### src/rtl/simon_sequence_gen.sv
// Simon game colour-sequence source: grows a stored sequence from a free-running
// LFSR and plays it back one colour per request.
module simon_sequence_gen #(
  parameter int          MAX_LEN   = 16,
  parameter logic [15:0] LFSR_SEED = 16'hACE1,
  localparam int         LW        = $clog2(MAX_LEN + 1),
  localparam int         IW        = $clog2(MAX_LEN)
) (
  input  logic          clk,
  input  logic          resetn,
  input  logic          seed_load,
  input  logic [15:0]   seed_in,
  input  logic          clear,
  input  logic          append,
  input  logic          rd_start,
  input  logic          rd_next,
  output logic [1:0]    color_out,
  output logic          color_valid,
  output logic          last,
  output logic [LW-1:0] length,
  output logic          full,
  output logic          busy
);

  typedef enum logic {S_IDLE = 1'b0, S_PLAY = 1'b1} state_t;

  state_t        state_q, state_d;
  logic [15:0]   lfsr_q, lfsr_d;
  logic [LW-1:0] length_q, length_d;
  logic [IW-1:0] rd_idx_q, rd_idx_d;
  logic [1:0]    color_out_q, color_out_d;
  logic          color_valid_q, color_valid_d;
  logic          last_q, last_d;
  logic          busy_q, busy_d;
  logic          mem_we_s;
  logic [1:0]    mem_q [MAX_LEN];

  function automatic logic [15:0] lfsr_step(input logic [15:0] v);
    return {v[14:0], v[15] ^ v[13] ^ v[12] ^ v[10]};
  endfunction

  assign full        = (length_q == LW'(MAX_LEN));
  assign length      = length_q;
  assign color_out   = color_out_q;
  assign color_valid = color_valid_q;
  assign last        = last_q;
  assign busy        = busy_q;

  // Next-state, sequence bookkeeping and next registered outputs.
  always_comb begin
    if (seed_load) begin
      lfsr_d = (seed_in == 16'h0000) ? LFSR_SEED : seed_in;
    end else begin
      lfsr_d = lfsr_step(lfsr_q);
    end

    state_d  = state_q;
    length_d = length_q;
    rd_idx_d = rd_idx_q;
    mem_we_s = 1'b0;

    case (state_q)
      S_IDLE: begin
        if (clear) begin
          length_d = {LW{1'b0}};
        end else if (append) begin
          if (!full) begin
            mem_we_s = 1'b1;
            length_d = length_q + LW'(1);
          end else begin
            length_d = length_q;
          end
        end else if (rd_start) begin
          if (length_q != {LW{1'b0}}) begin
            rd_idx_d = {IW{1'b0}};
            state_d  = S_PLAY;
          end else begin
            state_d = S_IDLE;
          end
        end else begin
          state_d = S_IDLE;
        end
      end
      S_PLAY: begin
        // Length cannot change while playing, so the registered last flag is current.
        if (rd_next) begin
          if (last_q) begin
            rd_idx_d = {IW{1'b0}};
            state_d  = S_IDLE;
          end else begin
            rd_idx_d = rd_idx_q + IW'(1);
          end
        end else begin
          rd_idx_d = rd_idx_q;
        end
      end
      default: begin
        state_d  = S_IDLE;
        rd_idx_d = {IW{1'b0}};
      end
    endcase

    if (state_d == S_PLAY) begin
      color_out_d   = mem_q[rd_idx_d];
      color_valid_d = 1'b1;
      busy_d        = 1'b1;
      last_d        = (LW'(rd_idx_d) == (length_q - LW'(1)));
    end else begin
      color_out_d   = 2'b00;
      color_valid_d = 1'b0;
      busy_d        = 1'b0;
      last_d        = 1'b0;
    end
  end

  // State, LFSR, counters and registered outputs.
  always_ff @(posedge clk or negedge resetn) begin
    if (!resetn) begin
      state_q       <= S_IDLE;
      lfsr_q        <= LFSR_SEED;
      length_q      <= {LW{1'b0}};
      rd_idx_q      <= {IW{1'b0}};
      color_out_q   <= 2'b00;
      color_valid_q <= 1'b0;
      last_q        <= 1'b0;
      busy_q        <= 1'b0;
    end else begin
      state_q       <= state_d;
      lfsr_q        <= lfsr_d;
      length_q      <= length_d;
      rd_idx_q      <= rd_idx_d;
      color_out_q   <= color_out_d;
      color_valid_q <= color_valid_d;
      last_q        <= last_d;
      busy_q        <= busy_d;
    end
  end

  // Colour storage; contents are meaningless until written, so no reset.
  always_ff @(posedge clk) begin
    if (mem_we_s) begin
      mem_q[length_q[IW-1:0]] <= lfsr_q[1:0];
    end
  end

endmodule
### config.mk
export PLATFORM = sky130hd
export DESIGN_NAME = simon_sequence_gen
export DESIGN_NICKNAME = d
export VERILOG_FILES = /design/src/rtl/simon_sequence_gen.sv
export SDC_FILE = /design/constraint.sdc
export NUM_CORES = 1
export LEC_CHECK = 0
export CORE_MARGIN = 5
export CORE_UTILIZATION = 45
export DETAILED_ROUTE_END_ITERATION = 8
export GPL_TIMING_DRIVEN = 0
export PLACE_DENSITY_LB_ADDON = 0.3
export SLEW_MARGIN = 15
export SYNTH_ARGS = -nofsm -noshare
export SYNTH_HDL_FRONTEND = slang
export SYNTH_SLANG_ARGS = --single-unit
### constraint.sdc
create_clock -name clk -period 3.4 [get_ports clk]
set_input_delay 0.68 -clock clk [delete_from_list [all_inputs] [get_ports clk]]
set_output_delay 0.68 -clock clk [all_outputs]
set_load 0.01 [all_outputs]
==> results_dict.tcl <==
set metrics [dict create \
    grt_max_degree 30 \
    worst-setup-path-type "primary input to flip-flop" \
    setup_viol 0 \
    wire_per_inst_um 17.5 \
    period_share_pct 88.3 \
    syn_avg_cell_area_um2 12.7 \
    grt.busiest_layer "met2" \
    fp.dieH_um 91.8 \
    critPathMaxFanout 10 \
    synthDistinctLibCells 57 \
    status "completed" \
    viasPerCell 5.67 \
    ys_ff_latch 61 \
    stdcell_area_um2 3610 \
    tightestPinTransition_ns 0.683 \
    met3_usage_pct 4.01 \
    ant_nets 0 \
    drc_errors 0 \
    synth_top_family_by_area "simple AND/OR/NAND/NOR gates" \
    routed_wirelength_mm 6.34 \
    htreeDepth 3 \
    synth_edf_count 32 \
    area_growth_pct 19.7 \
    grt_pass1_vias 2120 \
    final_common_cell "edfxtp_1" \
    synth-adder-area-share_pct 2.49 \
    yosys.area_share.xor_xnor_pct 2.20 \
    cts_resized 0 \
    multi_input_area_um2 1210 \
    grtUsageMet1_pct 19.6 \
    fin_cells 363 \
    skew_ns 0.0147 \
    max_freq_mhz 333 \
    power_density_nw_per_um2 788 \
    synthSimpleGateAreaFrac_pct 14.2 \
    path_clk_slew_ns 0.07 \
    startpoint_type "primary input" \
    nFillCells 558 \
    cts_tree "built" \
    end_kind "flip-flop" \
    ys_seq_area_share_pct 56.3 \
    synth_top_area_share_pct 31.9 \
    post_cts_buffers 0 \
    portBuffers 32 \
    std_cell_rows 29 \
    dp_hpwl_mm 4.50 \
    cts_sinks 61 \
    gp_congestion 0.820 \
    fin_crit_ns 3.00 \
    whs_ns 0.380 \
    yosys_most_used_dff "edfxtp_1" \
    drtIter0Drc 110 \
    overflow 0 \
    dp_cells 347 \
    n_antenna_cell 0 \
    maxCapViolCount 0 \
    synth.largest_area_cell "edfxtp_1" \
    relSlewSlack_pct 54.5 \
    syn-num-nets 267 \
    ctsHoldBuffers 0 \
    antenna_found_initial 0 \
    rsz0062_at_grt "no" \
    clock_path_buffers 2 \
    layout_common_cells "edfxtp_1, clkdlybuf4s50_1, dfrtp_1, and3_1" \
    grt_use_met2_pct 26.9 \
    p_leak_uw 0.00143 \
    synthTopCellsByArea "edfxtp_1, dfrtp_1, dfstp_2, mux2i_1, mux2_2" \
    num_io_pins 34 \
    initial_core_util_pct 46.9 \
    synthCells 238 \
    firstDrtPassIters 4 \
    die_w_um 91.8 \
    coreArea_um2 6420 \
    async_reset_ff_share_pct 47.5 \
    clock-root-buffer "clkbuf_8" \
    synth_compound_area_share_pct 13.0 \
    cts_inserted_buffers 9 \
    num-nets-final 310 \
    netlist_area_um2 3010 \
    postPlaceCellArea_um2 3430 \
    synth_mux_area_share_pct 8.09 \
    crit_arrival_ns 3.25 \
    yosys_warnings 0 \
    slew_viol_final 0 \
    finalHoldViolations 0 \
    die-area_um2 8430 \
    seq_area_um2 1700 \
    insertion_delay_ns 0.33 \
    layout-drive-gt1-share_pct 15.4 \
    vias 2057 \
    fin_setup_tns_ns 0 \
    vdd_drop_max_mv 0.294 \
    hold_class "primary input to async pin" \
    worst_ep_required_time_ns 3.65 \
    grt_pass1_wl_mm 10.4 \
    grt_use_total_pct 15.9 \
    power_uw 2840 \
]
-- worst max-delay path, stage by stage --
cell,delay [ns]
clkdlybuf4s50_1,0.56
or4b_1,0.66
o21ai_1,0.36
buf_2,0.33
o221ai_1,0.15
a211o_1,0.35
a32oi_1,0.16
-- final cells by class --
class / count / area share [%]
Buffer: 12 / 2.01
Sequential cell: 61 / 47.0
Multi-Input combinational cell: 155 / 33.5
Inverter: 10 / 1.04
Tap cell: 77 / 2.67
Clock buffer: 11 / 3.64
Clock inverter: 5 / 1.39
Timing Repair Buffer: 32 / 8.74
-- metal layers --
layer  share of wire, %  wire [um]
met5                  0          0
met4                1.8        112
met3                4.2        265
met2                 50       3150
met1                 44       2810
-- flip-flops by register name, indices dropped and copies added, names as in the netlist --
name,cells
lfsr_q,16
rd_idx_q,4
length,5
last,1
busy,1
mem_q,32
color_out,2
-- power breakdown --
part / switching [uW] / total, uW / internal, uW / leakage [uW]
clock network: 267 / 602 / 334 / 0.0000904
logic: 672 / 1240 / 565 / 0.000718
registers: 103 / 1010 / 903 / 0.000626
total: 1040 / 2840 / 1800 / 0.00143
-- synth_stat cells (all sizes together), types with 3 or more instances --
cell type,n
edfxtp,32
dfrtp,21
and3,13
mux2i,12
nand2,12
mux2,11
inv,10
nor2,10
dfstp,8
o22a,8
a21oi,7
buf,7
nor4,7
o21ai,7
a211o,6
ha,6
and2,5
clkbuf,5
a221oi,4
or2b,4
nand4,3
nor3,3
xor2,3
-- metrics by stage --
step	setup WS, ns	utilization [%]
after global routing	0.327	56.2
after detailed placement	0.0752	53.3
after CTS	0.421	56.2
after global placement	0.0994	53.4
final	0.396	56.2
after floorplan	0.759	-
-- path summary, 6_finish.rpt --
kind,from,end,slack (ns),depth (start not counted)
worst min-delay path,resetn,busy,0.38,1
max in group asynchronous,resetn,lfsr_q[4],2.57,1
worst min register to register,lfsr_q[9],lfsr_q[10],0.48,1
worst max register to register,length[0],last,0.48,8
min in group clk,lfsr_q[9],lfsr_q[10],0.48,1
worst max-delay path,clear,color_out[1],0.40,7
-- cells by family (layout without fill, tap and decap cells) --
family,count (synthesis),after routing
buffers and inverters,22,70
XOR/XNOR,6,6
AND/OR/NAND/NOR,72,72
adder cells (fa/ha/maj),6,6
AO/OA/AOI/OAI,48,48
flip-flops,61,61
multiplexers,23,23
(Power assumes the default switching activity.)
